### src/rtl/alu_pkg.sv
`default_nettype none
// +----------------------------------------------------------------------------+
// | Module : alu_pkg                                                           |
// | Brief  : Shared opcodes, flag indices, FSM encoding for the ALU issue stage |
// | Rev    : 1.0                                                               |
// +----------------------------------------------------------------------------+
package alu_pkg;

    localparam int c_flag_w = 6;

    localparam logic [4:0] INC = 5'b00001;
    localparam logic [4:0] DEC = 5'b00011;
    localparam logic [4:0] ADD = 5'b00100;
    localparam logic [4:0] ADC = 5'b00101;
    localparam logic [4:0] SUB = 5'b00110;
    localparam logic [4:0] SBB = 5'b00111;
    localparam logic [4:0] AND = 5'b01000;
    localparam logic [4:0] OR  = 5'b01001;
    localparam logic [4:0] XOR = 5'b01010;
    localparam logic [4:0] NOT = 5'b01011;
    localparam logic [4:0] SHL = 5'b10000;
    localparam logic [4:0] SHR = 5'b10001;
    localparam logic [4:0] SAL = 5'b10010;
    localparam logic [4:0] SAR = 5'b10011;
    localparam logic [4:0] ROL = 5'b10100;
    localparam logic [4:0] ROR = 5'b10101;
    localparam logic [4:0] RCL = 5'b10110;
    localparam logic [4:0] RCR = 5'b10111;

    localparam int CARRY_F     = 5;
    localparam int ZERO_F      = 4;
    localparam int NEG_F       = 3;
    localparam int OVF_F       = 2;
    localparam int PARITY_F    = 1;
    localparam int AUX_CARRY_F = 0;

    localparam logic [1:0] c_st_idle = 2'd0;
    localparam logic [1:0] c_st_exec = 2'd1;
    localparam logic [1:0] c_st_resp = 2'd2;

    // Valid codes: INC, DEC, the arithmetic block, the logic block, all shifts/rotates.
    function automatic logic is_valid_f(input logic [4:0] f);
        return (f == INC) || (f == DEC) ||
               (f[4:2] == 3'b001) || (f[4:2] == 3'b010) || (f[4:3] == 2'b10);
    endfunction

endpackage
`default_nettype wire

### src/rtl/alu_issue_ctrl_if.sv
`default_nettype none
// +----------------------------------------------------------------------------+
// | Module : alu_issue_ctrl_if                                                 |
// | Brief  : Command, ALU and response bundles of the ALU issue stage          |
// | Rev    : 1.0                                                               |
// +----------------------------------------------------------------------------+
interface alu_issue_ctrl_if #(
    parameter int DW = 16,
    parameter int AW = 3
) ();
    logic          cmd_valid;
    logic          cmd_ready;
    logic [4:0]    cmd_f;
    logic [AW-1:0] cmd_rd;
    logic [AW-1:0] cmd_rs;
    logic          cmd_imm_en;
    logic [DW-1:0] cmd_imm;

    logic [DW-1:0] alu_a;
    logic [DW-1:0] alu_b;
    logic [4:0]    alu_f;
    logic          alu_cin;
    logic [DW-1:0] alu_result;
    logic [5:0]    alu_status;

    logic          rsp_valid;
    logic          rsp_ready;
    logic [DW-1:0] rsp_result;
    logic [5:0]    rsp_flags;
    logic          rsp_err;

    modport slave (
        input  cmd_valid, cmd_f, cmd_rd, cmd_rs, cmd_imm_en, cmd_imm,
        output cmd_ready,
        output alu_a, alu_b, alu_f, alu_cin,
        input  alu_result, alu_status,
        output rsp_valid, rsp_result, rsp_flags, rsp_err,
        input  rsp_ready
    );

    modport master (
        output cmd_valid, cmd_f, cmd_rd, cmd_rs, cmd_imm_en, cmd_imm,
        input  cmd_ready,
        input  alu_a, alu_b, alu_f, alu_cin,
        output alu_result, alu_status,
        input  rsp_valid, rsp_result, rsp_flags, rsp_err,
        output rsp_ready
    );
endinterface
`default_nettype wire

### src/rtl/alu_regfile.sv
`default_nettype none
// +----------------------------------------------------------------------------+
// | Module : alu_regfile                                                       |
// | Brief  : NREGS x DW register file, 2 comb read ports + debug read, 1 write |
// | Rev    : 1.0                                                               |
// +----------------------------------------------------------------------------+
module alu_regfile #(
    parameter int NREGS = 8,
    parameter int DW    = 16,
    parameter int AW    = $clog2(NREGS)
) (
    input  wire logic          clk,
    input  wire logic          rst,
    input  wire logic [AW-1:0] i_rd_addr_a,
    output logic      [DW-1:0] o_rd_data_a,
    input  wire logic [AW-1:0] i_rd_addr_b,
    output logic      [DW-1:0] o_rd_data_b,
    input  wire logic [AW-1:0] i_dbg_addr,
    output logic      [DW-1:0] o_dbg_data,
    input  wire logic          i_wr_en,
    input  wire logic [AW-1:0] i_wr_addr,
    input  wire logic [DW-1:0] i_wr_data
);
    logic [DW-1:0] r_regs [NREGS];

    always_ff @(posedge clk or posedge rst) begin
        if (rst) begin
            for (int i = 0; i < NREGS; i++) begin
                r_regs[i] <= '0;
            end
        end else if (i_wr_en) begin
            r_regs[i_wr_addr] <= i_wr_data;
        end
    end

    assign o_rd_data_a = r_regs[i_rd_addr_a];
    assign o_rd_data_b = r_regs[i_rd_addr_b];
    assign o_dbg_data  = r_regs[i_dbg_addr];

endmodule
`default_nettype wire

### src/rtl/alu_issue_ctrl.sv
`default_nettype none
// +----------------------------------------------------------------------------+
// | Module : alu_issue_ctrl                                                    |
// | Brief  : Issue/writeback stage around a combinational 16-bit ALU           |
// | Rev    : 1.0                                                               |
// +----------------------------------------------------------------------------+
module alu_issue_ctrl
    import alu_pkg::*;
#(
    parameter int NREGS = 8,
    parameter int DW    = 16
) (
    input  wire logic                       clk,
    input  wire logic                       rst,
    alu_issue_ctrl_if.slave                 bus,
    output logic      [c_flag_w-1:0]        flags,
    input  wire logic [$clog2(NREGS)-1:0]   dbg_addr,
    output logic      [DW-1:0]              dbg_data
);
    localparam int AW = $clog2(NREGS);

    logic [1:0]          r_state;
    logic [1:0]          w_next_state;
    logic [4:0]          r_f;
    logic [AW-1:0]       r_rd;
    logic [DW-1:0]       r_op_a;
    logic [DW-1:0]       r_op_b;
    logic [c_flag_w-1:0] r_flags;
    logic [DW-1:0]       r_rsp_result;
    logic [c_flag_w-1:0] r_rsp_flags;
    logic                r_rsp_err;

    logic [DW-1:0]       w_rd_a;
    logic [DW-1:0]       w_rd_b;
    logic                w_accept;
    logic                w_f_valid;
    logic                w_wr_en;

    // Operands are read at acceptance from the command fields, so the
    // register file needs no separate read-enable timing.
    alu_regfile #(
        .NREGS (NREGS),
        .DW    (DW),
        .AW    (AW)
    ) u_regfile (
        .clk         (clk),
        .rst         (rst),
        .i_rd_addr_a (bus.cmd_rd),
        .o_rd_data_a (w_rd_a),
        .i_rd_addr_b (bus.cmd_rs),
        .o_rd_data_b (w_rd_b),
        .i_dbg_addr  (dbg_addr),
        .o_dbg_data  (dbg_data),
        .i_wr_en     (w_wr_en),
        .i_wr_addr   (r_rd),
        .i_wr_data   (bus.alu_result)
    );

    assign w_accept  = (r_state == c_st_idle) && bus.cmd_valid;
    assign w_f_valid = is_valid_f(r_f);
    assign w_wr_en   = (r_state == c_st_exec) && w_f_valid;

    always_ff @(posedge clk or posedge rst) begin
        if (rst) begin
            r_state <= c_st_idle;
        end else begin
            r_state <= w_next_state;
        end
    end

    always_comb begin
        w_next_state = r_state;
        case (r_state)
            c_st_idle: if (bus.cmd_valid) w_next_state = c_st_exec;
            c_st_exec: w_next_state = c_st_resp;
            c_st_resp: if (bus.rsp_ready) w_next_state = c_st_idle;
            default:   w_next_state = c_st_idle;
        endcase
    end

    always_ff @(posedge clk or posedge rst) begin
        if (rst) begin
            r_f          <= '0;
            r_rd         <= '0;
            r_op_a       <= '0;
            r_op_b       <= '0;
            r_flags      <= '0;
            r_rsp_result <= '0;
            r_rsp_flags  <= '0;
            r_rsp_err    <= 1'b0;
        end else begin
            if (w_accept) begin
                r_f    <= bus.cmd_f;
                r_rd   <= bus.cmd_rd;
                r_op_a <= w_rd_a;
                r_op_b <= bus.cmd_imm_en ? bus.cmd_imm : w_rd_b;
            end
            if (r_state == c_st_exec) begin
                // Unsupported codes leave architectural state untouched.
                if (w_f_valid) begin
                    r_flags      <= bus.alu_status;
                    r_rsp_result <= bus.alu_result;
                    r_rsp_flags  <= bus.alu_status;
                    r_rsp_err    <= 1'b0;
                end else begin
                    r_rsp_result <= '0;
                    r_rsp_flags  <= r_flags;
                    r_rsp_err    <= 1'b1;
                end
            end
        end
    end

    always_comb begin
        bus.cmd_ready  = (r_state == c_st_idle);
        bus.rsp_valid  = (r_state == c_st_resp);
        bus.alu_a      = '0;
        bus.alu_b      = '0;
        bus.alu_f      = '0;
        bus.alu_cin    = 1'b0;
        if (r_state == c_st_exec) begin
            bus.alu_a   = r_op_a;
            bus.alu_b   = r_op_b;
            bus.alu_f   = r_f;
            bus.alu_cin = r_flags[CARRY_F];
        end
    end

    assign bus.rsp_result = r_rsp_result;
    assign bus.rsp_flags  = r_rsp_flags;
    assign bus.rsp_err    = r_rsp_err;
    assign flags          = r_flags;

endmodule
`default_nettype wire

### src/flat_wrapper.sv
// flat-port wrapper written by rule: the top's interface ports become plain ports
module alu_issue_ctrl_flat import alu_pkg::*;
#(
    parameter int NREGS = 8,
    parameter int DW    = 16
)
  (clk, rst, flags, dbg_addr, dbg_data, bus_cmd_valid, bus_cmd_f, bus_cmd_rd, bus_cmd_rs, bus_cmd_imm_en, bus_cmd_imm, bus_cmd_ready, bus_alu_a, bus_alu_b, bus_alu_f, bus_alu_cin, bus_alu_result, bus_alu_status, bus_rsp_valid, bus_rsp_result, bus_rsp_flags, bus_rsp_err, bus_rsp_ready);
  alu_issue_ctrl_if #(.DW(DW), .AW(3)) bus_i ();
  input  wire logic clk;
  input  wire logic rst;
  output logic      [c_flag_w-1:0] flags;
  input  wire logic [$clog2(NREGS)-1:0] dbg_addr;
  output logic      [DW-1:0] dbg_data;
  input wire logic [$bits(bus_i.cmd_valid)-1:0] bus_cmd_valid;
  input wire logic [$bits(bus_i.cmd_f)-1:0] bus_cmd_f;
  input wire logic [$bits(bus_i.cmd_rd)-1:0] bus_cmd_rd;
  input wire logic [$bits(bus_i.cmd_rs)-1:0] bus_cmd_rs;
  input wire logic [$bits(bus_i.cmd_imm_en)-1:0] bus_cmd_imm_en;
  input wire logic [$bits(bus_i.cmd_imm)-1:0] bus_cmd_imm;
  output wire logic [$bits(bus_i.cmd_ready)-1:0] bus_cmd_ready;
  output wire logic [$bits(bus_i.alu_a)-1:0] bus_alu_a;
  output wire logic [$bits(bus_i.alu_b)-1:0] bus_alu_b;
  output wire logic [$bits(bus_i.alu_f)-1:0] bus_alu_f;
  output wire logic [$bits(bus_i.alu_cin)-1:0] bus_alu_cin;
  input wire logic [$bits(bus_i.alu_result)-1:0] bus_alu_result;
  input wire logic [$bits(bus_i.alu_status)-1:0] bus_alu_status;
  output wire logic [$bits(bus_i.rsp_valid)-1:0] bus_rsp_valid;
  output wire logic [$bits(bus_i.rsp_result)-1:0] bus_rsp_result;
  output wire logic [$bits(bus_i.rsp_flags)-1:0] bus_rsp_flags;
  output wire logic [$bits(bus_i.rsp_err)-1:0] bus_rsp_err;
  input wire logic [$bits(bus_i.rsp_ready)-1:0] bus_rsp_ready;
  assign bus_i.cmd_valid = bus_cmd_valid;
  assign bus_i.cmd_f = bus_cmd_f;
  assign bus_i.cmd_rd = bus_cmd_rd;
  assign bus_i.cmd_rs = bus_cmd_rs;
  assign bus_i.cmd_imm_en = bus_cmd_imm_en;
  assign bus_i.cmd_imm = bus_cmd_imm;
  assign bus_cmd_ready = bus_i.cmd_ready;
  assign bus_alu_a = bus_i.alu_a;
  assign bus_alu_b = bus_i.alu_b;
  assign bus_alu_f = bus_i.alu_f;
  assign bus_alu_cin = bus_i.alu_cin;
  assign bus_i.alu_result = bus_alu_result;
  assign bus_i.alu_status = bus_alu_status;
  assign bus_rsp_valid = bus_i.rsp_valid;
  assign bus_rsp_result = bus_i.rsp_result;
  assign bus_rsp_flags = bus_i.rsp_flags;
  assign bus_rsp_err = bus_i.rsp_err;
  assign bus_i.rsp_ready = bus_rsp_ready;
  alu_issue_ctrl #(.NREGS(NREGS), .DW(DW)) u_core (.clk(clk), .rst(rst), .bus(bus_i), .flags(flags), .dbg_addr(dbg_addr), .dbg_data(dbg_data));
endmodule
### config.mk
export PLATFORM = sky130hd
export DESIGN_NAME = alu_issue_ctrl_flat
export DESIGN_NICKNAME = d
export VERILOG_FILES = /design/src/rtl/alu_pkg.sv /design/src/rtl/alu_issue_ctrl_if.sv /design/src/rtl/alu_regfile.sv /design/src/rtl/alu_issue_ctrl.sv /design/src/flat_wrapper.sv
export SDC_FILE = /design/constraint.sdc
export NUM_CORES = 1
export LEC_CHECK = 0
export ABC_AREA = 0
export CORE_UTILIZATION = 30
export CTS_CLUSTER_DIAMETER = 50
export DETAILED_ROUTE_END_ITERATION = 6
export GPL_TIMING_DRIVEN = 1
export PLACE_DENSITY_LB_ADDON = 0.05
export SLEW_MARGIN = 20
export SYNTH_ARGS = -nofsm -noshare
export SYNTH_HDL_FRONTEND = slang
export SYNTH_SLANG_ARGS = --single-unit
### constraint.sdc
create_clock -name clk -period 12.2 [get_ports clk]
set_input_delay 1.83 -clock clk [delete_from_list [all_inputs] [get_ports clk]]
set_output_delay 1.83 -clock clk [all_outputs]
set_load 0.1 [all_outputs]
==> results of run 1 <==
[report_power, final]
part	leakage, uW	switching (uW)	internal, uW
logic	0.00282	1270	741
registers	0.00231	308	957
clock network	0.000257	279	285
[worst max-delay path: stages]
cell	delay [ps]
clkdlybuf4s50_1	450
buf_4	480
mux4_2	400
mux2_2	300
clkdlybuf4s50_1	970
[synth_stat cells, types with 3 or more instances]
library cell	instances	area [um^2]
dfrtp_1	193	4830
mux2_2	158	1780
mux2i_1	76	761
and2_1	45	282
nand2_1	42	158
clkbuf_1	39	146
mux2_1	39	439
mux4_2	32	721
a22o_1	31	272
o22ai_1	30	188
o31ai_1	23	173
buf_2	20	100
buf_4	9	67.6
nor2b_1	9	56.3
nand3b_1	8	60.1
o21ai_0	8	40.0
o221a_2	8	90.1
o221ai_1	8	70.1
a211oi_1	7	52.6
mux2_4	6	90.1
nand2b_1	6	37.5
buf_1	5	18.8
nand4_2	4	50.1
nor2_1	4	15.0
and3b_1	3	26.3
nand4_1	3	18.8
nor3b_1	3	22.5
[routing by layer]
layer  track usage (%)  part of all wire, %
met2              34.3                   49
met5                 0                    0
met3              3.27                  3.4
met1              27.8                   47
met4              3.57                 0.98
[kinds of logic after synthesis]
group                  count (synthesis)  share of synthesized area (%)
flip-flops                           193                           45.1
buffers and inverters                 78                           3.42
AO/OA/AOI/OAI                        121                           8.73
AND/OR/NAND/NOR                      135                           7.37
multiplexers                         311                           35.4
[registers in the layout, summed over array words and instances, names as in the netlist]
signal                   count
u_core.r_f                   5
u_core.r_op_b               16
u_core.bus.rsp_result       16
u_core.u_regfile.r_regs    128
u_core.bus.rsp_err           1
u_core.r_rd                  3
u_core.flags                 6
u_core.r_op_a               16
u_core.r_state               2
[stage by stage]
step | instances | hold slack (ps) | util, % | total power, uW
after floorplan | 838 | 437 | - | 2770
after global placement | 1383 | 454 | 36.0 | 3280
after detailed placement | 1383 | 465 | 36.0 | 3290
after CTS | 1415 | 483 | 37.6 | 3870
after global routing | 1415 | 501 | 37.6 | 4030
final | 1415 | 477 | 37.6 | 3840
[final cells by class]
class / instances / share of cell area, %
Tap cell: 455 / 4.35
Clock inverter: 14 / 1.03
Multi-Input combinational cell: 567 / 42.3
Sequential cell: 193 / 36.9
Timing Repair Buffer: 165 / 12.1
Inverter: 3 / 0.143
Clock buffer: 18 / 3.28
[worst min path at each step]
stage / start / end / slack (ps) / depth (start not counted)
floorplan: u_core.r_f[1]$_DFFE_PP0P_ / u_core.r_f[1]$_DFFE_PP0P_ / 440 / 2
global placement: u_core.r_f[1]$_DFFE_PP0P_ / u_core.r_f[1]$_DFFE_PP0P_ / 450 / 2
detailed placement: u_core.r_f[1]$_DFFE_PP0P_ / u_core.r_f[1]$_DFFE_PP0P_ / 470 / 2
CTS: u_core.r_f[1]$_DFFE_PP0P_ / u_core.r_f[1]$_DFFE_PP0P_ / 480 / 2
global route: u_core.r_op_a[3]$_DFFE_PP0P_ / u_core.r_op_a[3]$_DFFE_PP0P_ / 500 / 2
finish: u_core.r_op_a[4]$_DFFE_PP0P_ / u_core.r_op_a[4]$_DFFE_PP0P_ / 480 / 2
==> results.ini, run 1 <==
[global_route]
antenna_found_initial=1
first_global_vias=7797
grt_start_max_net_pins=68
globalRouteOverflowTotal=0
groute.usage.overall_pct=20.4
global_route_wire_length_before_repair_um=53700

[floorplan]
die-area_um2=36500
die_w_um=191
fp.coreArea_um2=34800
rows=68
start_util_pct=30.8
io_pins=142
die-height_um=191

[yosys]
synth_area_um2=10700
netlist-cell-type-count=42
synth.yosys.seq_area_share_pct=45.1
netlist_instances=838
ys_warn_count=0
async_flop_share_pct=100
postSynthAreaPerCell_um2=12.8
synth.net_count=895
synth_edf_count=0
synth-main-ff-cell=dfrtp_1
synth-seq-cells=193

[worst_setup_path]
minimum_setup_slack_among_reg_to_reg_paths_ps=9190
worstSetupEndpointType=primary output
timing.rr.end=u_core.u_regfile.r_regs[95]$_DFFE_PP0P_
worst_r2r_path_depth=4
category_of_the_critical_setup_timing_path=in2out
timing.critical_path.to=dbg_data[10]
critPathArrivalTime_ps=4470
cp_data_required_time_ps=10370
launching_element_of_the_worst_setup_path=dbg_addr[1]
r2r-start=u_core.r_state[0]$_DFFE_PP0P_
worstPathMaxFanout=32
critical_path.startpoint_type=input port

[timing]
final-hold-violation-count=0
final_max_slew_viol_count=0
rsz0062_at_grt=false
setup_viol=0
fmaxAchievable_mhz=159
relSlewSlack_pct=23.7
worst_slew_pin_slew_ps=1140
finalCriticalPeriod_ps=6300
fin_crit_sh_pct=51.6
finalWorstSetupSlack_ps=5900
worst_clock_skew_ps=8.35
fin_tns_setup_ps=0

[status]
status=complete, no violations

[clocking]
cts_tree=built
clock_latency_ps=440
cts-hold-fix-buffers=0
cts_htree_levels=4
clkTransAtPathRegs_ps=70
clock_path_buffers=2
post_cts_resize_count=0
clock_sinks=193
post-cts-setup-buffers=0
cts_made_buffers=17
clk_root_buffer_cell=clkbuf_16

[detailed_routing]
drt_iter0_markers=350
route.vias.total=7552
wirelength_um=36100
antenna_left=0
drc=0
routedWlPerCell_um=25.5
detail_route.vias_per_cell=5.34
drt-pass1-iter-count=6

[final_layout]
final_layout_size_suffix_gt1_share_pct=28.5
fillCellCount=3432
sequential_cell_area_um2=4830
final_net_count=1004
multiInputGateArea_um2=5540
flow.area_growth_from_synthesis_pct=22.3
stdcell_area_um2=13100
mostFrequentLayoutCell=dfrtp_1
most-common-layout-cells=193 x dfrtp_1, 158 x mux2_2, 138 x clkdlybuf4s50_1
antenna_cells_inserted=0

[place]
dp_slack_ps=5890
placement.io_buffers=141
post-dp-hpwl_um=20900
place.gp.congestion=0.709
placed_cell_area_um2=12500

[job]
maxCapViolations=0

[power]
p_per_area_nw_per_um2=293
p_leak_uw=0.00539
worst_vdd_ir_v=0.000208

[hold_path]
min_path_type=reg2reg

No activity file was read; power rests on OpenSTA's default activity.
==> run 2: changes to the inputs <==
Clock period 12.2 ns to 6.58 ns, I/O delays scaled along.
==> run 2 against run 1 <==
Net effect: clock-buffer cell count unchanged; clock skew is 4.8 ps higher; core utilization increased by 0.097 points; critical endpoint is now dbg_data[15]; largest power group unchanged.
==> results.ini, run 2 (synthesized netlist as in run 1, its figures left out) <==
[global_route]
global_route_wire_length_before_repair_um=53100
globalRouteOverflowTotal=0
first_global_vias=7847
antenna_found_initial=0
grt_start_max_net_pins=106
groute.usage.overall_pct=20.1

[timing]
finalCriticalPeriod_ps=4730
final-hold-violation-count=0
fin_tns_setup_ps=0
worst_slew_pin_slew_ps=1100
relSlewSlack_pct=26.2
worst_clock_skew_ps=13.2
fin_worst_hold_slack_ps=472
setup_viol=0
final_max_slew_viol_count=0
fmaxAchievable_mhz=212
fin_crit_sh_pct=71.8
rsz0062_at_grt=false

[worst_setup_path]
timing.rr.end=u_core.flags[4]$_DFFE_PP0P_
worst_r2r_path_depth=5
r2r-start=u_core.r_state[0]$_DFFE_PP0P_
cp_max_stage_delay_ps=970
cp_data_required_time_ps=5590
minimum_setup_slack_among_reg_to_reg_paths_ps=3640
critical_path.slowest_cell=clkdlybuf4s50_1
worstPathMaxFanout=20
critPathArrivalTime_ps=3740
critical_path.startpoint_type=input port
launching_element_of_the_worst_setup_path=dbg_addr[0]
category_of_the_critical_setup_timing_path=in2out
worstSetupEndpointType=primary output
critical_path.cell_chain=buf_2, buf_4, mux4_2, mux2_2, clkdlybuf4s50_1

[detailed_routing]
routedWlPerCell_um=24.8
drt_iter0_markers=408
drt-pass1-iter-count=4
antenna_left=0
route.vias.total=7460
drc=0
wirelength_um=35100
detail_route.vias_per_cell=5.27

[clocking]
cts_htree_levels=4
clock_sinks=193
clock_latency_ps=450
clk_root_buffer_cell=clkbuf_16
post-cts-setup-buffers=0
clock_path_buffers=2
post_cts_resize_count=0
cts_tree=built
cts-hold-fix-buffers=0
clkTransAtPathRegs_ps=70
cts_made_buffers=17

[power]
seqPwrFrac_pct=32.8
p_per_area_nw_per_um2=543
share_clk_of_total_power_pct=15.2
netSwitchingFraction_pct=47.8
power.total_uw=7130
p_leak_uw=0.00542
p_int_uw=3720
worst_vdd_ir_v=0.000378
share_of_total_power_in_combinational_logic_pct=52.0
p_switching_uw=3410

[final_layout]
most-common-layout-cells=193 x dfrtp_1, 158 x mux2_2, 138 x clkdlybuf4s50_1
largest_register_ff_count=128
fillCellCount=3439
sequential_cell_area_um2=4830
mostFrequentLayoutCell=dfrtp_1
final_layout_size_suffix_gt1_share_pct=28.6
final-instance-count-excl-fill=1415
multiInputGateArea_um2=5540
final_net_count=1003
flow.area_growth_from_synthesis_pct=22.6
final_util_pct=37.7
max_flop_register=u_core.u_regfile.r_regs

[floorplan]
die_w_um=191
rows=68
io_pins=142
start_util_pct=30.8
die-area_um2=36500
die-height_um=191
fp.coreArea_um2=34800

[hold_path]
hold_path_startpoint=u_core.r_op_a[3]$_DFFE_PP0P_
min_path_type=reg2reg
min_to=u_core.r_op_a[3]$_DFFE_PP0P_
whs_path_depth=2

[job]
maxCapViolations=0

[place]
post-dp-hpwl_um=20700
numPlacedInstances=1382
place.gp.congestion=0.715
placement.io_buffers=141

[status]
status=complete, no violations

==> run 2: how the worst max path moves through the flow <==
stage | end | slack, ps | cells after the start
6_report | dbg_data[15] | 1850 | 5
5_1_grt | dbg_data[10] | 1700 | 5
4_1_cts | dbg_data[15] | 1770 | 5
3_5_place_dp | dbg_data[10] | 1770 | 5
3_3_place_gp | dbg_data[10] | 1800 | 5
2_1_floorplan | u_core.bus.rsp_err$_DFFE_PP0N_ | 340 | 1
==> run 2: power groups by stage <==
stage / registers, uW / logic, uW / clock network, uW
after floorplan: 2570 / 2570 / 0
after CTS: 2330 / 3750 / 1120
after global placement: 2380 / 3710 / 0
final: 2340 / 3710 / 1090
after global routing: 2430 / 3920 / 1170
after detailed placement: 2340 / 3730 / 0
==> run 2: worst max-delay path, delay by kind of cell <==
| family | cells | cell delay [ps] |
|---|---|---|
| multiplexers | 2 | 870 |
| buffers and inverters | 3 | 1860 |
==> run 2: layer usage <==
metal / track usage, % / vias to the layer above / part of all wire (%) / wire length [um]
met3: 2.42 / 28 / 2.8 / 980
li1: - / 3386 / - / -
met2: 33.4 / 140 / 49 / 17200
met4: 5.38 / 0 / 1.3 / 469
met1: 27.5 / 3906 / 47 / 16500
met5: 0 / - / 0 / 0
==> run 2: area by class of cell <==
class	count	share of cell area, %
multi-input cells	567	42.2
well taps	455	4.33
repair buffers	164	12.1
clock buffers	18	3.34
flip-flops and latches	193	36.8
diodes	1	0.0191
clock inverters	14	1.15
inverters	3	0.143
==> run 2: metrics by stage <==
step,instance area (um^2),setup slack [ps]
after CTS,13100,1770
after global placement,12500,1800
after detailed placement,12500,1770
final,13100,1850
after global routing,13100,1700
after floorplan,10700,337
==> run 3: changes to the inputs <==
Clock period 6.58 ns to 4 ns, I/O delays scaled along.
==> run 3 against run 2 <==
Net effect: sequential power rose by 64%; critical path depth fell by 2; largest power group unchanged; die area did not move.
==> results.ini, run 3 (synthesized netlist as in run 1, its figures left out) <==
[floorplan]
die-area_um2=36500
io_pins=142
fp.coreArea_um2=34800
die_w_um=191
rows=68
start_util_pct=30.8
die-height_um=191

[clocking]
cts_tree=built
cts_made_buffers=17
clock_path_buffers=2
cts-hold-fix-buffers=0
post-cts-setup-buffers=0
clock_sinks=193
clkTransAtPathRegs_ps=70
clock_latency_ps=440
cts_htree_levels=4
clk_root_buffer_cell=clkbuf_16
post_cts_resize_count=0

[worst_setup_path]
category_of_the_critical_setup_timing_path=reg2out
worstPathMaxFanout=26
cp_data_required_time_ps=3400
critPathArrivalTime_ps=2830
critical_path.cell_chain=nor2b_4, and2_1, clkdlybuf4s50_1
critical_path.startpoint_type=flip-flop
critical_path.slowest_cell=clkdlybuf4s50_1
worstSetupEndpointType=primary output
minimum_setup_slack_among_reg_to_reg_paths_ps=1140
cp_max_stage_delay_ps=1130
r2r-start=u_core.r_state[0]$_DFFE_PP0P_
worst_r2r_path_depth=5
timing.rr.end=u_core.bus.rsp_result[1]$_DFFE_PP0N_

[detailed_routing]
route.vias.total=7508
drt-pass1-iter-count=5
drc=0
routedWlPerCell_um=25.0
drt_iter0_markers=427
wirelength_um=35600
antenna_left=0
detail_route.vias_per_cell=5.27

[timing]
setup_viol=0
final_max_slew_viol_count=0
relSlewSlack_pct=23.1
fmaxAchievable_mhz=291
worst_slew_pin_slew_ps=1150
fin_tns_setup_ps=0
rsz0062_at_grt=false
finalWorstSetupSlack_ps=568
final-hold-violation-count=0
finalCriticalPeriod_ps=3430
fin_crit_sh_pct=85.8
worst_clock_skew_ps=7.45

[global_route]
grt_start_max_net_pins=72
antenna_found_initial=1
groute.usage.overall_pct=20.2
global_route_wire_length_before_repair_um=53200
first_global_vias=7820
globalRouteOverflowTotal=0

[hold_path]
whs_path_depth=2
hold_path_startpoint=u_core.r_op_a[14]$_DFFE_PP0P_
min_to=u_core.r_op_a[14]$_DFFE_PP0P_
min_path_type=reg2reg

[final_layout]
antenna_cells_inserted=0
max_flop_register=u_core.u_regfile.r_regs
mostFrequentLayoutCell=dfrtp_1
final_layout_size_suffix_gt1_share_pct=34.1
largest_register_ff_count=128
most-common-layout-cells=193 x dfrtp_1, 158 x mux2_2, 90 x clkdlybuf4s50_1
final_net_count=1014
flow.area_growth_from_synthesis_pct=25.0

[job]
maxCapViolations=0

[power]
p_leak_uw=0.00565
worst_vdd_ir_v=0.000588
p_per_area_nw_per_um2=902

[place]
placement.io_buffers=141
place.gp.congestion=0.737
dp_slack_ps=929
post-dp-hpwl_um=21500

[status]
status=complete, no violations

==> run 3: changes by cell type in the layout (fill, tap and decap cells not counted), moves of 2 or more <==
| cell | delta |
|---|---|
| clkdlybuf4s50_1 | -48 |
| buf_4 | +38 |
| buf_12 | +20 |
| bufinv_16 | +2 |
| clkinvlp_4 | +2 |
| inv_6 | -2 |
| inv_8 | -2 |
==> run 3: per-stage QoR <==
| step | util (%) | instances | hold slack, ps | cell area (um^2) | power (uW) |
|---|---|---|---|---|---|
| floorplan | - | 838 | 437 | 10700 | 8460 |
| global placement | 36.6 | 1392 | 455 | 12700 | 10200 |
| detailed placement | 36.6 | 1392 | 460 | 12700 | 10300 |
| CTS | 38.4 | 1424 | 478 | 13400 | 12200 |
| global route | 38.5 | 1425 | 502 | 13400 | 12700 |
| finish | 38.5 | 1425 | 471 | 13400 | 12100 |
==> run 3: worst max path at each step <==
stage,start,to,cells past startpoint
5_1_grt,u_core.r_state[0]$_DFFE_PP0P_,bus_alu_f[1],3
3_5_place_dp,dbg_addr[1],dbg_data[15],5
6_report,u_core.r_state[0]$_DFFE_PP0P_,bus_alu_f[3],3
2_1_floorplan,rst,u_core.bus.rsp_err$_DFFE_PP0N_,1
4_1_cts,u_core.r_state[0]$_DFFE_PP0P_,bus_alu_f[3],3
3_3_place_gp,dbg_addr[1],dbg_data[10],5
==> run 3: cell type report <==
class / instances / area, um^2
Multi-Input combinational cell: 567 / 5540
Clock inverter: 13 / 181
Sequential cell: 193 / 4830
Tap cell: 455 / 569
Timing Repair Buffer: 175 / 1820
Inverter: 3 / 15.0
Fill cell: 3348 / 21400
Clock buffer: 19 / 443
==> run 3: critical path: cells and delay by family, from the launching register on <==
family	cells	cell delay, ps
buffers and inverters	1	1130
and+or+nand+nor	2	820
DFF	1	440
==> run 3: where the power goes <==
group	total (uW)	switching, uW	internal [uW]
sequential	3830	906	2920
combinational	6360	3910	2450
clock	1890	821	1070
==> run 3: routing by layer <==
metal / wire, um / track usage, % / vias to the layer above
li1: - / - / 3403
met1: 17100 / 28.0 / 3909
met2: 16700 / 32.2 / 157
met3: 1150 / 3.40 / 39
met4: 670 / 5.48 / 0
met5: 0 / 0 / -
